[src/rtl/stream_mux_rr_if.sv]
// stream_mux_rr_if
// Bundle of the mux handshake and data signals between a traffic source/sink
// (master) and the stream_mux_rr block (slave).
//   mode      : 0 = fixed channel select, 1 = round-robin arbitration
//   sel       : channel index used in fixed mode
//   in_data   : packed channel data, channel k at [k*DW +: DW]
//   in_valid  : per-channel valid
//   in_ready  : per-channel ready (driven by the mux, combinational)
//   out_data  : registered output data
//   out_valid : registered output valid
//   out_ch    : registered index of the channel that sourced out_data
//   out_ready : downstream ready
interface stream_mux_rr_if #(
    parameter int N_CH = 4,
    parameter int DW   = 8
);
    localparam int SW = $clog2(N_CH);

    logic                 mode;
    logic [SW-1:0]        sel;
    logic [N_CH*DW-1:0]   in_data;
    logic [N_CH-1:0]      in_valid;
    logic [N_CH-1:0]      in_ready;
    logic [DW-1:0]        out_data;
    logic                 out_valid;
    logic [SW-1:0]        out_ch;
    logic                 out_ready;

    modport master (
        output mode, sel, in_data, in_valid, out_ready,
        input  in_ready, out_data, out_valid, out_ch
    );

    modport slave (
        input  mode, sel, in_data, in_valid, out_ready,
        output in_ready, out_data, out_valid, out_ch
    );
endinterface

[src/rtl/stream_mux_rr.sv]
// stream_mux_rr
// N_CH-to-1 valid/ready stream multiplexer with a single-entry output register.
// Fixed mode forwards channel 'sel'; round-robin mode grants the first valid
// channel at or after a rotating pointer, which advances past each winner.
// Ports:
//   clk   : rising-edge clock
//   rst_n : asynchronous active-low reset; clears the output register and pointer
//   bus   : stream_mux_rr_if slave view (mode, sel, in_*, out_*)
module stream_mux_rr #(
    parameter int N_CH = 4,
    parameter int DW   = 8
) (
    input  logic           clk,
    input  logic           rst_n,
    stream_mux_rr_if.slave bus
);
    localparam int SW = $clog2(N_CH);
    localparam logic [SW:0] N_CH_W = (SW+1)'(N_CH);

    logic [DW-1:0]   out_data_q,  out_data_d;
    logic            out_valid_q, out_valid_d;
    logic [SW-1:0]   out_ch_q,    out_ch_d;
    logic [SW-1:0]   ptr_q,       ptr_d;

    logic            can_load_s;
    logic            rr_hit_s;
    logic [SW-1:0]   rr_idx_s;
    logic [SW:0]     rr_cand_s;
    logic            pick_hit_s;
    logic [SW-1:0]   pick_idx_s;
    logic            take_s;
    logic [SW:0]     ptr_inc_s;
    logic [N_CH-1:0] in_ready_s;

    assign can_load_s = !out_valid_q || bus.out_ready;

    // Round-robin search: walk from the farthest candidate back toward ptr so
    // the last hit recorded is the one closest to ptr.
    always_comb begin
        rr_hit_s  = 1'b0;
        rr_idx_s  = '0;
        rr_cand_s = '0;
        for (int i = N_CH - 1; i >= 0; i--) begin
            rr_cand_s = {1'b0, ptr_q} + (SW+1)'(i);
            if (rr_cand_s >= N_CH_W) begin
                rr_cand_s = rr_cand_s - N_CH_W;
            end else begin
                rr_cand_s = rr_cand_s;
            end
            if (bus.in_valid[rr_cand_s[SW-1:0]]) begin
                rr_hit_s = 1'b1;
                rr_idx_s = rr_cand_s[SW-1:0];
            end else begin
                rr_hit_s = rr_hit_s;
                rr_idx_s = rr_idx_s;
            end
        end
    end

    // Pick the candidate channel for this cycle and drive the one-hot ready.
    // Fixed mode offers ready on sel whether or not that channel is valid.
    always_comb begin
        pick_hit_s = 1'b0;
        pick_idx_s = '0;
        in_ready_s = '0;
        case (bus.mode)
            1'b0: begin
                pick_hit_s = ({1'b0, bus.sel} < N_CH_W);
                pick_idx_s = bus.sel;
            end
            1'b1: begin
                pick_hit_s = rr_hit_s;
                pick_idx_s = rr_idx_s;
            end
            default: begin
                pick_hit_s = 1'b0;
                pick_idx_s = '0;
            end
        endcase
        if (pick_hit_s && can_load_s && rst_n) begin
            in_ready_s[pick_idx_s] = 1'b1;
        end else begin
            in_ready_s = '0;
        end
    end

    assign take_s    = pick_hit_s && can_load_s && bus.in_valid[pick_idx_s];
    assign ptr_inc_s = {1'b0, pick_idx_s} + {{SW{1'b0}}, 1'b1};

    // Next-state for the output register and the round-robin pointer.
    always_comb begin
        out_data_d  = out_data_q;
        out_valid_d = out_valid_q;
        out_ch_d    = out_ch_q;
        ptr_d       = ptr_q;
        if (take_s) begin
            out_data_d  = bus.in_data[pick_idx_s*DW +: DW];
            out_ch_d    = pick_idx_s;
            out_valid_d = 1'b1;
            if (bus.mode) begin
                // Wrap explicitly so non-power-of-2 N_CH returns to 0.
                if (ptr_inc_s >= N_CH_W) begin
                    ptr_d = '0;
                end else begin
                    ptr_d = ptr_inc_s[SW-1:0];
                end
            end else begin
                ptr_d = ptr_q;
            end
        end else if (out_valid_q && bus.out_ready) begin
            out_valid_d = 1'b0;
        end else begin
            out_valid_d = out_valid_q;
        end
    end

    // State registers; reset empties the output stage and rewinds the pointer.
    always_ff @(posedge clk or negedge rst_n) begin
        if (!rst_n) begin
            out_data_q  <= '0;
            out_valid_q <= 1'b0;
            out_ch_q    <= '0;
            ptr_q       <= '0;
        end else begin
            out_data_q  <= out_data_d;
            out_valid_q <= out_valid_d;
            out_ch_q    <= out_ch_d;
            ptr_q       <= ptr_d;
        end
    end

    assign bus.in_ready  = in_ready_s;
    assign bus.out_data  = out_data_q;
    assign bus.out_valid = out_valid_q;
    assign bus.out_ch    = out_ch_q;
endmodule

[src/flat_wrapper.sv]
// flat-port wrapper written by rule: the top's interface ports become plain ports
module stream_mux_rr_flat 
#(
    parameter int N_CH = 4,
    parameter int DW   = 8
)
  (clk, rst_n, bus_mode, bus_sel, bus_in_data, bus_in_valid, bus_out_ready, bus_in_ready, bus_out_data, bus_out_valid, bus_out_ch);
  stream_mux_rr_if #(.N_CH(N_CH), .DW(DW)) bus_i ();
  input  logic clk;
  input  logic rst_n;
  input wire logic [$bits(bus_i.mode)-1:0] bus_mode;
  input wire logic [$bits(bus_i.sel)-1:0] bus_sel;
  input wire logic [$bits(bus_i.in_data)-1:0] bus_in_data;
  input wire logic [$bits(bus_i.in_valid)-1:0] bus_in_valid;
  input wire logic [$bits(bus_i.out_ready)-1:0] bus_out_ready;
  output wire logic [$bits(bus_i.in_ready)-1:0] bus_in_ready;
  output wire logic [$bits(bus_i.out_data)-1:0] bus_out_data;
  output wire logic [$bits(bus_i.out_valid)-1:0] bus_out_valid;
  output wire logic [$bits(bus_i.out_ch)-1:0] bus_out_ch;
  assign bus_i.mode = bus_mode;
  assign bus_i.sel = bus_sel;
  assign bus_i.in_data = bus_in_data;
  assign bus_i.in_valid = bus_in_valid;
  assign bus_i.out_ready = bus_out_ready;
  assign bus_in_ready = bus_i.in_ready;
  assign bus_out_data = bus_i.out_data;
  assign bus_out_valid = bus_i.out_valid;
  assign bus_out_ch = bus_i.out_ch;
  stream_mux_rr #(.N_CH(N_CH), .DW(DW)) u_core (.clk(clk), .rst_n(rst_n), .bus(bus_i));
endmodule
[config.mk]
export PLATFORM = sky130hd
export DESIGN_NAME = stream_mux_rr_flat
export DESIGN_NICKNAME = d
export VERILOG_FILES = /design/src/rtl/stream_mux_rr_if.sv /design/src/rtl/stream_mux_rr.sv /design/src/flat_wrapper.sv
export SDC_FILE = /design/constraint.sdc
export NUM_CORES = 1
export LEC_CHECK = 0
export CORE_MARGIN = 1
export CORE_UTILIZATION = 43
export CTS_CLUSTER_SIZE = 20
export DETAILED_ROUTE_END_ITERATION = 8
export PLACE_DENSITY = 0.84
export SLEW_MARGIN = 20
export SYNTH_ARGS = -nofsm -noshare
export SYNTH_HDL_FRONTEND = slang
export SYNTH_SLANG_ARGS = --single-unit
[constraint.sdc]
create_clock -name clk -period 3.3 [get_ports clk]
set_input_delay 0.33 -clock clk [delete_from_list [all_inputs] [get_ports clk]]
set_output_delay 0.33 -clock clk [all_outputs]
set_load 0.02 [all_outputs]
==> results of run 1 <==
-- placed cells by master (no fill, tap or decap), types with 3 or more instances in the layout --
cell	Yosys	final
a21oi_1	3	3
buf_4	1	4
mux2_4	9	9
mux2i_1	24	24
clkdlybuf4s50_1	0	56
nand2_1	7	7
dfrtp_1	13	13
clkbuf_4	0	3
nor2b_1	3	3
nand3_1	3	3
nor2_1	4	4
-- metal layers --
layer | vias up | global-route usage, % | part of all wire [%]
met5 | - | 0 | 0
met4 | 0 | 6.58 | 0.50
met3 | 2 | 6.61 | 9.2
met2 | 46 | 33.3 | 49
met1 | 489 | 22.8 | 41
li1 | 505 | - | -
-- area by class of cell --
| type | count | area (um^2) | area share [%] |
|---|---|---|---|
| clock buffers | 4 | 26.3 | 1.51 |
| multi-input cells | 83 | 737 | 42.2 |
| repair buffers | 60 | 591 | 33.8 |
| well taps | 30 | 37.5 | 2.15 |
| flip-flops and latches | 13 | 325 | 18.6 |
| inverters | 4 | 28.8 | 1.65 |
-- sequential cells by signal, indices dropped and copies added (netlist names) --
register              cells
u_core.bus.out_ch         2
u_core.bus.out_data       8
u_core.ptr_q              2
u_core.bus.out_valid      1
-- worst max-delay path by stage --
| stage | startpoint | endpoint |
|---|---|---|
| finish | bus_in_valid[3] | bus_in_ready[0] |
| global route | bus_mode | bus_in_ready[0] |
| CTS | bus_in_valid[3] | bus_in_ready[0] |
| detailed placement | bus_in_valid[3] | bus_in_ready[0] |
| global placement | bus_in_valid[3] | bus_in_ready[0] |
| floorplan | u_core.ptr_q[1]$_DFFE_PN0P_ | bus_in_ready[2] |
-- metrics by stage --
step / worst slack, ns / hold WS (ns) / cells
global route: 0.137 / 0.343 / 194
CTS: 0.265 / 0.348 / 194
detailed placement: 0.275 / 0.469 / 190
finish: 0.262 / 0.350 / 194
floorplan: 1.20 / 0.0344 / 104
global placement: 0.359 / 0.464 / 190
-- power by group through the flow --
| stage | Combinational (W) | Sequential, W | Clock [W] |
|---|---|---|---|
| after floorplan | 0.000368 | 0.000368 | 0 |
| after global placement | 0.000679 | 0.000294 | 0 |
| after detailed placement | 0.000690 | 0.000294 | 0 |
| after CTS | 0.000694 | 0.000293 | 0.0000994 |
| after global routing | 0.000736 | 0.000305 | 0.000109 |
| final | 0.000687 | 0.000293 | 0.0000972 |
-- cells by family after synthesis --
kind of cell,Yosys count,synth area share [%]
mux,34,34.2
fa+ha+maj,2,2.21
simple gates,27,13.2
buf+inv,8,5.98
compound gates,20,15.6
flops,13,28.8
-- worst max-delay path: cells and delay by family --
family,cells,cell delay (ns)
AO/OA/AOI/OAI,1,0.15
buffers and inverters,3,1.35
AND/OR/NAND/NOR,4,0.87
==> impl_metrics.toml, run 1 <==
[run_status]
run_status = "complete, no violations"

[timing]
fin_tns_setup_ns = 0
hold_violations = 0
setup_viol = 0
fmax_mhz = 329
post-route-period-util_pct = 92.1
rsz0062_at_grt = "no"
slew_headroom_pct = 71.5
fin_worst_skew_ns = 0.0122
fin_crit_ns = 3.04
slew_viol_final = 0
worst_pin_slew_ns = 0.426

[synthesis]
synth.yosys.seq_area_share_pct = 28.8
synth_common_cells = "mux2i_1 (24), dfrtp_1 (13), mux2_4 (9)"
synth_top_area_cell = "dfrtp_1"
synth-async-reset-ratio_pct = 100
syn_nets = 148
ys_top_cells_by_area = "dfrtp_1 (29%), mux2i_1 (21%), mux2_4 (12%)"
synth_cells = 104
synth_top_area_share_pct = 28.8
synth.distinct_cells = 38
ys.flop_type = "dfrtp_1"
ys_ff_latch = 13
syn_area_mm2 = 0.00113
yosys.cell_count.top_type = "mux2i_1"
synth-edff-count = 0
syn_area_per_cell_um2 = 10.9
ys_warn_count = 0

[grt]
grt.total_usage_pct = 19.6
grt-ovfl-total = 0
grt_pass1_wl_um = 3970
grt_max_degree = 13
grt_pass1_vias = 954
antenna_found_initial = 0

[layout]
n_antenna_cell = 0
final_area_mm2 = 0.00175
nNetsFinal = 209
n_fill_cell = 187
syn_to_final_growth_pct = 54.5
utilization_pct = 70.5
drive_above_1_share_pct = 17.1

[worst_setup_path]
timing.rr.end = "u_core.ptr_q[0]$_DFFE_PN0P_"
crit_type = "in -> out"
worstPathCellList = "clkdlybuf4s50_1 > or3b_1 > o21a_2 > nand3_1 > buf_4 > nand3_1 > nor2_1 > clkdlybuf4s50_1"
critPathLaunchType = "primary input"
rr_startpoint = "u_core.ptr_q[1]$_DFFE_PN0P_"
cp_slowest_stage_delay_ns = 0.64
reg2reg_depth = 7
critPathRequiredTime_ns = 2.97
r2r_setup_slack_ns = 0.87
crit_fanout = 7
worst_setup_path_end_kind = "output port"
arrival_ns = 2.71
cpMaxStageDelayCell = "clkdlybuf4s50_1"

[place]
place_congestion = 0.842
io_buffer_count = 56
place_area_mm2 = 0.00172
hpwl_um = 2140

[route]
wl_um = 2580
ant_nets = 0
vias = 1042
viasPerCell = 5.37
drt_iter0_drc = 10
dr.pass1.iters = 4
drc = 0
route.detailed.wl_per_inst_um = 13.3

[floorplanning]
start_util_pct = 45.6
die_h_um = 53.3
core_mm2 = 0.00248
ios = 57
rows = 18
fp.dieW_um = 53.3
dieArea_mm2 = 0.00284

[clock_network]
htree_levels = 1
cts-root-buf = "clkbuf_4"
post-cts-setup-buffers = 0
clk_latency_ns = 0.27
cts_tree = "done"
clock_path_buffers = 2
cts_buffers = 3
path_clk_slew_ns = 0.09
cts.sinks = 13
holdBufCountCts = 0
cts_resized = 0

[power_and_ir_drop]
p_leak_nw = 0.831
power.switching_fraction_pct = 37.7
power.switching_w = 0.000406
ir_drop_mv = 0.386
seqPwrFrac_pct = 27.2
comb_power_share_pct = 63.8
power.density_mw_per_mm2 = 617
clock_power_share_pct = 9.0
p_int_w = 0.000670
p_total_w = 0.00108

[worst_hold_path]
min_path_type = "in -> async"

[flow_run]
drv_cap = 0
Power figures use the tool's default switching activity.
==> run 2: changes to the inputs <==
--- a/config.mk
+++ b/config.mk
@@ -6,10 +6,10 @@
 export NUM_CORES = 1
 export LEC_CHECK = 0
 export CORE_MARGIN = 1
-export CORE_UTILIZATION = 43
+export CORE_UTILIZATION = 42
 export CTS_CLUSTER_SIZE = 20
 export DETAILED_ROUTE_END_ITERATION = 8
-export PLACE_DENSITY = 0.84
+export PLACE_DENSITY = 0.83
 export SLEW_MARGIN = 20
 export SYNTH_ARGS = -nofsm -noshare
 export SYNTH_HDL_FRONTEND = slang
==> impl_metrics.toml, run 2 (synthesis results as in run 1) <==
[grt]
grt-ovfl-total = 0
grt_pass1_vias = 972
grt_pass1_wl_um = 4260
grt.total_usage_pct = 21.0
antenna_found_initial = 0
grt_max_degree = 17

[timing]
hold_violations = 0
fin_worst_skew_ns = 0.00266
slew_viol_final = 0
fmax_mhz = 337
fin_tns_setup_ns = 0
rsz0062_at_grt = "no"
fin_crit_ns = 2.97
setup_ws_ns = 0.332
setup_viol = 0
slew_headroom_pct = 71.8
worst_pin_slew_ns = 0.421
post-route-period-util_pct = 89.9

[worst_setup_path]
crit_fanout = 10
r2r_setup_slack_ns = 0.79
worst_setup_path_end_kind = "output port"
critPathLaunchType = "primary input"
reg2reg_depth = 8
critPathRequiredTime_ns = 2.97
arrival_ns = 2.64
cp-startpoint = "bus_in_valid[3]"
timing.rr.end = "u_core.ptr_q[0]$_DFFE_PN0P_"
crit_type = "in -> out"
rr_startpoint = "u_core.ptr_q[1]$_DFFE_PN0P_"

[layout]
final_common_cell = "clkdlybuf4s50_1"
final_area_mm2 = 0.00174
nNetsFinal = 208
syn_to_final_growth_pct = 53.8
layout_common_cells = "clkdlybuf4s50_1 (56), mux2i_1 (24), dfrtp_1 (13)"
n_antenna_cell = 0
n_fill_cell = 207
largest_register_ff_count = 8
drive_above_1_share_pct = 16.6

[worst_hold_path]
min_path_type = "in -> async"

[route]
ant_nets = 0
drc = 0
dr.pass1.iters = 4
route.detailed.wl_per_inst_um = 13.7
viasPerCell = 5.36
vias = 1035
wl_um = 2650
drt_iter0_drc = 11

[flow_run]
drv_cap = 0

[clock_network]
cts-root-buf = "clkbuf_4"
htree_levels = 1
cts_tree = "done"
cts_resized = 0
cts_buffers = 3
clk_latency_ns = 0.27
clock_path_buffers = 2
cts.sinks = 13
path_clk_slew_ns = 0.07
post-cts-setup-buffers = 0
holdBufCountCts = 0

[floorplanning]
dieArea_mm2 = 0.00290
core_mm2 = 0.00250
die_h_um = 53.9
rows = 18
start_util_pct = 45.2
fp.dieW_um = 53.9
ios = 57

[run_status]
run_status = "complete, no violations"

[power_and_ir_drop]
comb_power_share_pct = 63.4
p_leak_nw = 0.827
power.switching_w = 0.000406
seqPwrFrac_pct = 27.7
power.switching_fraction_pct = 37.9
power.density_mw_per_mm2 = 618
ir_drop_mv = 0.395
clock_power_share_pct = 8.9
p_int_w = 0.000667

[place]
io_buffer_count = 56
place_area_mm2 = 0.00171
hpwl_um = 2240
place_congestion = 0.775
dp_slack_ns = 0.360
-- run 2: cell count changes in the layout (fill, tap and decap cells not counted), sizes merged --
cell  before  now
buf        4    3
-- run 2: final cells by class --
| type | instances | area [um^2] | area share [%] |
|---|---|---|---|
| Clock buffer | 4 | 26.3 | 1.51 |
| Inverter | 4 | 28.8 | 1.66 |
| Multi-Input combinational cell | 83 | 737 | 42.4 |
| Sequential cell | 13 | 325 | 18.7 |
| Tap cell | 30 | 37.5 | 2.16 |
| Timing Repair Buffer | 59 | 583 | 33.5 |
-- run 2: metal layers --
metal | vias up | track usage, % | part of all wire (%)
li1 | 507 | - | -
met1 | 470 | 24.2 | 40
met2 | 56 | 36.4 | 48
met3 | 2 | 5.65 | 11
met4 | 0 | 7.89 | 0.64
met5 | - | 0 | 0
-- run 2: through the flow --
stage | std cells | util (%) | total power, W | hold WS, ns
2_1_floorplan | 104 | - | 0.000736 | 0.0344
3_3_place_gp | 189 | 68.5 | 0.000970 | 0.463
3_5_place_dp | 189 | 68.5 | 0.000985 | 0.469
4_1_cts | 193 | 69.5 | 0.00108 | 0.289
5_1_grt | 193 | 69.5 | 0.00115 | 0.298
6_report | 193 | 69.5 | 0.00107 | 0.291
-- run 2: worst max-delay path by stage --
stage | to | slack, ns | depth (start not counted)
after global routing | bus_in_ready[1] | 0.22 | 8
after CTS | bus_in_ready[1] | 0.35 | 8
after detailed placement | bus_in_ready[1] | 0.36 | 8
after global placement | bus_in_ready[1] | 0.41 | 8
final | bus_in_ready[1] | 0.33 | 8
after floorplan | bus_in_ready[2] | 1.20 | 7
-- run 2: power by group through the flow --
| stage | logic [W] | clock network [W] | registers, W |
|---|---|---|---|
| 2_1_floorplan | 0.000368 | 0 | 0.000368 |
| 3_3_place_gp | 0.000676 | 0 | 0.000294 |
| 3_5_place_dp | 0.000688 | 0 | 0.000297 |
| 4_1_cts | 0.000688 | 0.0000980 | 0.000298 |
| 5_1_grt | 0.000730 | 0.000107 | 0.000309 |
| 6_report | 0.000680 | 0.0000956 | 0.000298 |
-- run 2: critical path: stages --
cell and delay, ns:
clkdlybuf4s50_1 0.61, nor2b_1 0.10, o21a_2 0.23, o41ai_4 0.36, inv_2 0.07, buf_4 0.20
nor2_1 0.13, clkdlybuf4s50_1 0.61
